File: src/rtl/voter_session_if.sv
// Handshake and datapath signals between the voting session controller and its environment.
// The external voter datapath supplies verdict from the ballot this block drives.
interface voter_session_if;
    logic       start;
    logic       vote_valid;
    logic [1:0] vote_id;
    logic       vote_val;
    logic       ack;
    logic [3:0] ballot;
    logic [2:0] verdict;
    logic [2:0] result;
    logic       result_valid;
    logic       busy;
    logic       timed_out;
    logic       dup_err;

    modport master (
        output start, vote_valid, vote_id, vote_val, ack, verdict,
        input  ballot, result, result_valid, busy, timed_out, dup_err
    );

    modport slave (
        input  start, vote_valid, vote_id, vote_val, ack, verdict,
        output ballot, result, result_valid, busy, timed_out, dup_err
    );
endinterface

File: src/rtl/voter_session_ctrl.sv
// Voting session controller: collects one vote per voter, closes on full ballot or timeout,
// latches the external voter verdict and holds it until acknowledged.
//
//   state     | meaning
//   S_IDLE    | waiting for start; ballot keeps last session's value
//   S_COLLECT | accepting votes, timer counting toward the budget
//   S_EVAL    | one cycle with ballot frozen; verdict captured at its end
//   S_DONE    | result held until ack
module voter_session_ctrl #(
    parameter int unsigned TIMEOUT_CYCLES = 16
) (
    input  logic            clk,
    input  logic            rst_n,
    voter_session_if.slave  bus
);

    typedef enum logic [1:0] {
        S_IDLE    = 2'd0,
        S_COLLECT = 2'd1,
        S_EVAL    = 2'd2,
        S_DONE    = 2'd3
    } state_t;

    localparam logic [7:0] LP_TIMER_LAST = 8'(TIMEOUT_CYCLES - 1);

    state_t     r_state;
    state_t     w_state_nxt;
    logic [3:0] r_ballot;
    logic [3:0] r_cast_mask;
    logic [7:0] r_timer;
    logic [2:0] r_result;
    logic       r_timed_out;
    logic       r_dup_err;

    logic       w_in_collect;
    logic       w_vote_new;
    logic       w_vote_dup;
    logic [3:0] w_mask_nxt;
    logic       w_all_cast;
    logic       w_timeout;

    assign w_in_collect = (r_state == S_COLLECT);
    assign w_vote_new   = w_in_collect && bus.vote_valid && !r_cast_mask[bus.vote_id];
    assign w_vote_dup   = w_in_collect && bus.vote_valid &&  r_cast_mask[bus.vote_id];
    assign w_mask_nxt   = r_cast_mask | (w_vote_new ? (4'b0001 << bus.vote_id) : 4'b0000);
    assign w_all_cast   = (w_mask_nxt == 4'b1111);
    assign w_timeout    = (r_timer == LP_TIMER_LAST);

    always_ff @(posedge clk) begin
        if (!rst_n) begin
            r_state <= S_IDLE;
        end else begin
            r_state <= w_state_nxt;
        end
    end

    always_comb begin
        w_state_nxt = r_state;
        case (r_state)
            S_IDLE: begin
                if (bus.start) w_state_nxt = S_COLLECT;
            end
            S_COLLECT: begin
                if (w_all_cast || w_timeout) w_state_nxt = S_EVAL;
            end
            S_EVAL: begin
                w_state_nxt = S_DONE;
            end
            S_DONE: begin
                if (bus.ack) w_state_nxt = S_IDLE;
            end
            default: begin
                w_state_nxt = S_IDLE;
            end
        endcase
    end

    always_ff @(posedge clk) begin
        if (!rst_n) begin
            r_ballot    <= 4'b0000;
            r_cast_mask <= 4'b0000;
            r_timer     <= 8'd0;
            r_result    <= 3'b000;
            r_timed_out <= 1'b0;
            r_dup_err   <= 1'b0;
        end else begin
            r_dup_err <= w_vote_dup;
            case (r_state)
                S_IDLE: begin
                    if (bus.start) begin
                        r_ballot    <= 4'b0000;
                        r_cast_mask <= 4'b0000;
                        r_timer     <= 8'd0;
                        r_timed_out <= 1'b0;
                    end
                end
                S_COLLECT: begin
                    if (w_vote_new) begin
                        r_ballot[bus.vote_id] <= bus.vote_val;
                    end
                    r_cast_mask <= w_mask_nxt;
                    r_timer     <= r_timer + 8'd1;
                    // A full ballot wins over a simultaneous timeout.
                    if (w_all_cast || w_timeout) begin
                        r_timed_out <= !w_all_cast;
                    end
                end
                S_EVAL: begin
                    r_result <= bus.verdict;
                end
                default: begin
                end
            endcase
        end
    end

    assign bus.ballot       = r_ballot;
    assign bus.result       = r_result;
    assign bus.result_valid = (r_state == S_DONE);
    assign bus.busy         = w_in_collect || (r_state == S_EVAL);
    assign bus.timed_out    = r_timed_out && (r_state == S_DONE);
    assign bus.dup_err      = r_dup_err;

endmodule
File: src/flat_wrapper.sv
// flat-port wrapper written by rule: the top's interface ports become plain ports
module voter_session_ctrl_flat 
#(
    parameter int unsigned TIMEOUT_CYCLES = 16
)
  (clk, rst_n, bus_start, bus_vote_valid, bus_vote_id, bus_vote_val, bus_ack, bus_verdict, bus_ballot, bus_result, bus_result_valid, bus_busy, bus_timed_out, bus_dup_err);
  voter_session_if bus_i ();
  input  logic clk;
  input  logic rst_n;
  input wire logic [$bits(bus_i.start)-1:0] bus_start;
  input wire logic [$bits(bus_i.vote_valid)-1:0] bus_vote_valid;
  input wire logic [$bits(bus_i.vote_id)-1:0] bus_vote_id;
  input wire logic [$bits(bus_i.vote_val)-1:0] bus_vote_val;
  input wire logic [$bits(bus_i.ack)-1:0] bus_ack;
  input wire logic [$bits(bus_i.verdict)-1:0] bus_verdict;
  output wire logic [$bits(bus_i.ballot)-1:0] bus_ballot;
  output wire logic [$bits(bus_i.result)-1:0] bus_result;
  output wire logic [$bits(bus_i.result_valid)-1:0] bus_result_valid;
  output wire logic [$bits(bus_i.busy)-1:0] bus_busy;
  output wire logic [$bits(bus_i.timed_out)-1:0] bus_timed_out;
  output wire logic [$bits(bus_i.dup_err)-1:0] bus_dup_err;
  assign bus_i.start = bus_start;
  assign bus_i.vote_valid = bus_vote_valid;
  assign bus_i.vote_id = bus_vote_id;
  assign bus_i.vote_val = bus_vote_val;
  assign bus_i.ack = bus_ack;
  assign bus_i.verdict = bus_verdict;
  assign bus_ballot = bus_i.ballot;
  assign bus_result = bus_i.result;
  assign bus_result_valid = bus_i.result_valid;
  assign bus_busy = bus_i.busy;
  assign bus_timed_out = bus_i.timed_out;
  assign bus_dup_err = bus_i.dup_err;
  voter_session_ctrl #(.TIMEOUT_CYCLES(TIMEOUT_CYCLES)) u_core (.clk(clk), .rst_n(rst_n), .bus(bus_i));
endmodule
File: config.mk
export PLATFORM = sky130hd
export DESIGN_NAME = voter_session_ctrl_flat
export DESIGN_NICKNAME = d
export VERILOG_FILES = /design/src/rtl/voter_session_if.sv /design/src/rtl/voter_session_ctrl.sv /design/src/flat_wrapper.sv
export SDC_FILE = /design/constraint.sdc
export NUM_CORES = 1
export LEC_CHECK = 0
export ABC_CLOCK_PERIOD_IN_PS = 4600
export CAP_MARGIN = 20
export CORE_MARGIN = 2
export CORE_UTILIZATION = 40
export CTS_CLUSTER_DIAMETER = 60
export DETAILED_ROUTE_END_ITERATION = 8
export GPL_TIMING_DRIVEN = 0
export PLACE_DENSITY = 0.6
export SLEW_MARGIN = 20
export SYNTH_ARGS = -nofsm -noshare
export SYNTH_HDL_FRONTEND = slang
export SYNTH_SLANG_ARGS = --single-unit
File: constraint.sdc
create_clock -name clk -period 4.6 [get_ports clk]
set_input_delay 0.92 -clock clk [delete_from_list [all_inputs] [get_ports clk]]
set_output_delay 0.92 -clock clk [all_outputs]
set_load 0.05 [all_outputs]
## Word level (Yosys, flattened, before mapping)

Index checks and enable logic that the tools add are counted.

| operators by class | value |
|---|---|
| bitwise gates (word level) | 1 |
| reduce and logical (&&, ||, !) cells | 15 |
| shift-type cells | 1 |
| equality and inequality tests | 9 |
| multiplexer cells | 19 |
| add/subtract/negate cells | 1 |
| order comparisons | 2 |

Operator list:

| kind | number |
|---|---|
| $pmux W4 S2 | 2 |
| $pmux W8 S2 | 1 |
| $mux W4 | 3 |
| $reduce_and A3 Y1 | 3 |
| $add A8 B1 Y8 const B | 1 |
| $eq A8 B4 Y1 const B | 1 |
| $mux W8 | 1 |
| $ne A2 B2 Y1 const B | 4 |
| $pmux W2 S4 | 1 |
| $mux W2 | 3 |
| $logic_and A1 B1 Y1 | 5 |
| $bwmux W4 | 1 |
| $eq A2 B2 Y1 const B | 2 |
| $eq A4 B4 Y1 const B | 1 |
| $mux W1 | 4 |
| $or A4 B4 Y4 | 1 |
| $shl A1 B2 Y4 const A | 1 |
| $lt A2 B3 Y1 const B | 1 |
| $bmux W1 S2 | 1 |
| $demux W1 S2 | 1 |
| $eq A2 B1 Y1 const B | 1 |
| $ge A2 B1 Y1 const B | 1 |
| $logic_not A1 Y1 | 2 |
| $logic_not A2 Y1 | 1 |
| other kinds (4) | 5 |

| word-level totals | value |
|---|---|
| register bits | 23 |
| bits of input ports | 11 |
| logic and storage cells | 55 |
| output and inout bits | 11 |

## Logic depth before layout (Yosys ltp)

| depth | value |
|---|---|
| depth after elaboration | 10 |
| gate-level depth with buffers | 7 |
| gate-level depth less buffers | 6 |

## Least setup slack after synthesis

No wires, ideal clock.

| path | value |
|---|---|
| kind | register to output |
| start point | register u_core.r_state[0] |
| end point | output bus_timed_out |
| stages on the path, launching flop included | 3 |
| path slack | 2.315 ns |
| data arrival time | 1.365 ns |
| cells stage by stage | dfxtp_1 > ha_1 > and2_1 |

| on the way | value |
|---|---|
| longest elaborated chain between the ends | 2 |

Ends and longest elaborated chain:

| element | line | source |
|---|---|---|
| start, declared | voter_session_ctrl.sv:26 | `state_t r_state;` |
| start signal, assigned | voter_session_ctrl.sv:53 | `r_state <= w_state_nxt;` |
| $eq A2 B2 Y1 | -- |  |
| net bus_result_valid | flat_wrapper.sv:18 | `output wire logic [$bits(bus_i.result_valid)-1:0] bus_result_valid;` |
| $logic_and A1 B1 Y1 | voter_session_ctrl.sv:121 | `assign bus.timed_out = r_timed_out && (r_state == S_DONE);` |
| end, declared | flat_wrapper.sv:20 | `output wire logic [$bits(bus_i.timed_out)-1:0] bus_timed_out;` |

The timed path passes the listed nets, and every way through them passes these cells.

## Worst setup path in the final report

| path | value |
|---|---|
| start point | register u_core.r_state[0] |
| end point | output bus_busy |

| on the way | value |
|---|---|
| longest elaborated chain between the ends | 2 |

Ends and longest elaborated chain:

| element | line | source |
|---|---|---|
| $eq A2 B1 Y1 / $eq A2 B2 Y1 (equally long branches) | voter_session_ctrl.sv:42, voter_session_ctrl.sv:120 |  |
| $logic_or A1 B1 Y1 (*) | voter_session_ctrl.sv:120 | `assign bus.busy = w_in_collect \|\| (r_state == S_EVAL);` |
| end, declared | flat_wrapper.sv:19 | `output wire logic [$bits(bus_i.busy)-1:0] bus_busy;` |

Mark *: on every way between the ends. The rest lies on a longest branch, timed or not.

==> results.txt <==
The clock arrives with between 4 and 5 ps of skew. Measured in cells, the most critical reg-to-reg path has a length of 7. The signal on the critical path passes through inv_1 > ha_1 > clkdlybuf4s50_1. The die area is around 3500 um^2.

The net switching fraction of the power came out at 42.6%. The first global-routing pass estimated approximately 4.6 mm of wire. The count of cell instances traversed by the critical path came out at 3.

In this run the horizontal extent of the chip is slightly below 60 um. The critical path starts at u_core.r_state[0]. The total congestion overflow came out at 0. The remaining design rule violation count is 0. The post-synthesis average cell area came out at approximately 8.9 um^2. The final setup violation count came out at 0. The area of the core came out at between 2000 and 3000 um^2.

The ratio of cells with drive above 1 in the final layout is 6.21%. Following the worst setup path forward leads to its endpoint at bus_busy. The longest clock path from root to sink contains 2 buffers. Setup slack on the worst reg-to-reg path comes out at approximately 2400 ps. Among all flip-flop cells after synthesis, the most frequent one is dfxtp_1.

In this run, post-CTS repair resized a total of 0 instances. The number of slew-limit violations in the final report is 0. The signal arrival time at the worst endpoint came out at 1960 ps.

The number of buffers added to fix hold violations after cts came out at 0. The source-to-sink clock delay at the later pin of the worst-skew pair is roughly 310 ps. TritonCTS built the clock tree. The worst setup path is of the reg -> out kind.

The internal power consumption is about 360 uW. The share of the clock period used by the worst path after layout came out at ~63%. The number of buffers inserted during clock tree synthesis came out at 3. The detailed-route wire length per cell is about 13 um. The wire length after detailed routing is 2.61 mm. The endpoint kind of the worst setup timing path is a primary output. In this run the critical register-to-register path is launched from u_core.r_state[0].

For this design the static power due to leakage is 0.515 nW. Summing over every cut layer, the via total after detailed routing is about 1.1k. The power spent charging and discharging nets is 269 uW. Sequential elements use a little under two fifths of the synthesized area. The chip height came out at just under 60 um. During synthesis, Yosys emitted a total of 0 warnings.

Adding up every negative setup slack in the final design gives 0 ps. The number of rows in the core area is 20. The number of placed instances, taps included came out at 190.

The clock-pin slew reported for the worst setup and hold paths after clock tree synthesis came out at 130 ps. The final critical-path required period is roughly 2900 ps. In this run the clock root is driven by a clkbuf_4. The post-CTS setup-driven buffer insertion count is 0.

After detailed routing, the number of vias per cell comes to between 5 and 6. The relative contribution of sequential cells to total power is 37.5%. The post-placement setup slack is between 1500 and 2000 ps. The area growth from synthesis to layout is 20.9%. The post-layout worst setup margin is roughly 1700 ps.

The number of buffer cells added on primary ports came out at 19. The run finished with clean final reports. The worst slew margin relative to its limit came out at between 50% and 60%. The final cell count without fillers came out at about 190. During I/O placement, the number of pins put on the boundary was 22. The actual slew at the worst max-slew pin came out at 725 ps. The number of nets in the layout is 179.

The largest individual stage delay along the critical path comes from the cell clkdlybuf4s50_1. The destination of the worst register-to-register timing path is u_core.r_timer[4]. Power spread over the standard cell area amounts to approximately 420 nW/um^2. Yosys attributes the largest share of cell area to dfxtp_1 37%, ha_1 6.1%, nor2b_1 5.1%. Counting both buffers and inverters, the worst setup path holds a total of 2. The total power after layout is roughly 630 uW. Before antenna repair, the detailed router went through 4 iterations.

In this run, the combinational gates consume a little under half of the power. The number of global-route vias before repair came out at ~1.1k. The library cell occupying the most area in the post-synthesis netlist is dfxtp_1. The power share of the clock group came out at 14.9%. The detailed router finished its first iteration with 18 violations. The critical path data required time is ~3700 ps.

The initial antenna violation count is 0. The count of flip-flops with a built-in enable after synthesis is 0. The share of Yosys cell area claimed by the top area cell type came out at 37.4%.

The top fanout value on the critical path came out at 5. CTS saw 23 sinks. The synthesized flop and latch total came out at 23.

The proportion of synthesized flip-flops having asynchronous set or reset is 0%. The congestion estimate from routability-driven global placement came to roughly 0.72. The effective utilization at floorplan is about two fifths. The total of max-cap violations came out at 0. The worst hold path belongs to the class reg -> reg. By count the netlist is led by 23 x dfxtp_1, 11 x nand2_1, 11 x nor2_1, 10 x nor2b_1, 7 x a21oi_1.

The pin count of the biggest net entering global routing came out at 13. The placed wire-length estimate after detailed placement is about 2 mm. The most common cell in the synthesized netlist is dfxtp_1. The post-synthesis instance total is 138. The longest individual stage delay on the worst path came out at around 800 ps.

The number of inserted diodes is 0. Fill cells in the final layout number 302. Setup repair after global routing left no endpoint under its margin. The largest vdd supply drop is between 0.00015 and 0.0002 V. The worst hold path passes through 2 cells.

STA classifies the critical path startpoint as a flip-flop. Timing would allow up to between 0.3 and 0.4 GHz. The detail route stage leaves a number of antenna-violating nets equal to 0. The overall global routing resource usage is 17.1%. The level count of the clock H-tree came out at 1.

Grouping stages by cell kind, the critical path spends the most delay in buffers and inverters. The synthesized net count came out at roughly 160. The hold violation total from the final report is 0. In this run the cell area of the synthesized design comes to around 1200 um^2. Yosys mapped the design onto 37 distinct sky130hd cell types.
per-stage QoR:
stage | utilization, % | hold slack [ps] | cell area (um^2)
after detailed placement | 49.1 | 506 | 1460
after CTS | 50.0 | 524 | 1490
after global routing | 50.0 | 543 | 1490
final | 50.0 | 521 | 1490
after floorplan | - | 475 | 1230
after global placement | 49.1 | 499 | 1460
routing by layer:
| layer | share of wire (%) | vias to the layer above | GRT usage, % |
|---|---|---|---|
| li1 | - | 550 | - |
| met1 | 50 | 496 | 22.6 |
| met2 | 46 | 22 | 28.3 |
| met3 | 2.8 | 4 | 2.62 |
| met4 | 1.2 | 0 | 5.84 |
| met5 | 0 | - | 0 |
sequential cells by signal, summed over array words and instances, names as in the netlist:
register            count
u_core.r_timed_out      1
u_core.r_cast_mask      4
u_core.bus.dup_err      1
u_core.bus.ballot       4
u_core.r_timer          8
u_core.r_state          2
u_core.bus.result       3
worst min-delay path: cells and delay by family (launching register included):
kind	cells	cell delay, ps
flops	1	330
compound gates	2	160
cells in the final DEF, fill, tap and decap left out, types with 4 or more instances in the layout:
cell,synthesis,final
a21oi_1,7,7
clkbuf_1,4,5
clkdlybuf4s50_1,0,19
dfxtp_1,23,23
ha_1,6,6
mux2i_1,4,4
nand2_1,11,11
nand3_1,4,4
nand4_1,5,5
nor2_1,11,11
nor2b_1,10,10
nor3_1,5,5
o21ai_0,4,4
xnor2_1,4,4
cell families after synthesis:
kind of cell | count (synthesis) | share of synthesized area, %
DFF | 23 | 37.4
adders and majority gates | 6 | 6.10
xor gates and xnor gates | 5 | 3.56
muxes | 5 | 5.08
buffers and inverters | 9 | 3.45
and+or+nand+nor | 66 | 30.5
AOI/OAI and AO/OA | 24 | 13.9
power groups by stage:
stage          registers (mW)  logic (mW)  clock network [mW]
2_1_floorplan           0.270       0.193                   0
3_3_place_gp            0.241       0.298                   0
3_5_place_dp            0.243       0.302                   0
4_1_cts                 0.238       0.304               0.100
5_1_grt                 0.242       0.332               0.109
6_report                0.237       0.300              0.0943
layout make-up:
| class | count | area (um^2) | area share [%] |
|---|---|---|---|
| Tap cell | 33 | 41.3 | 2.77 |
| Multi-Input combinational cell | 106 | 728 | 48.9 |
| Clock buffer | 4 | 26.3 | 1.76 |
| Inverter | 3 | 11.3 | 0.756 |
| Sequential cell | 23 | 460 | 30.9 |
| Buffer | 6 | 31.3 | 2.10 |
| Timing Repair Buffer | 19 | 190 | 12.8 |
worst min path at each step:
stage / startpoint / endpoint / slack [ps]
after detailed placement: u_core.bus.ballot[3] / u_core.bus.ballot[3] / 510
after floorplan: u_core.r_cast_mask[1] / u_core.r_cast_mask[1] / 470
after global placement: u_core.bus.result[0] / u_core.bus.result[0] / 500
after CTS: u_core.bus.ballot[3] / u_core.bus.ballot[3] / 520
after global routing: u_core.bus.ballot[3] / u_core.bus.ballot[3] / 540
final: u_core.bus.ballot[3] / u_core.bus.ballot[3] / 520
Power figures use the tool's default switching activity.
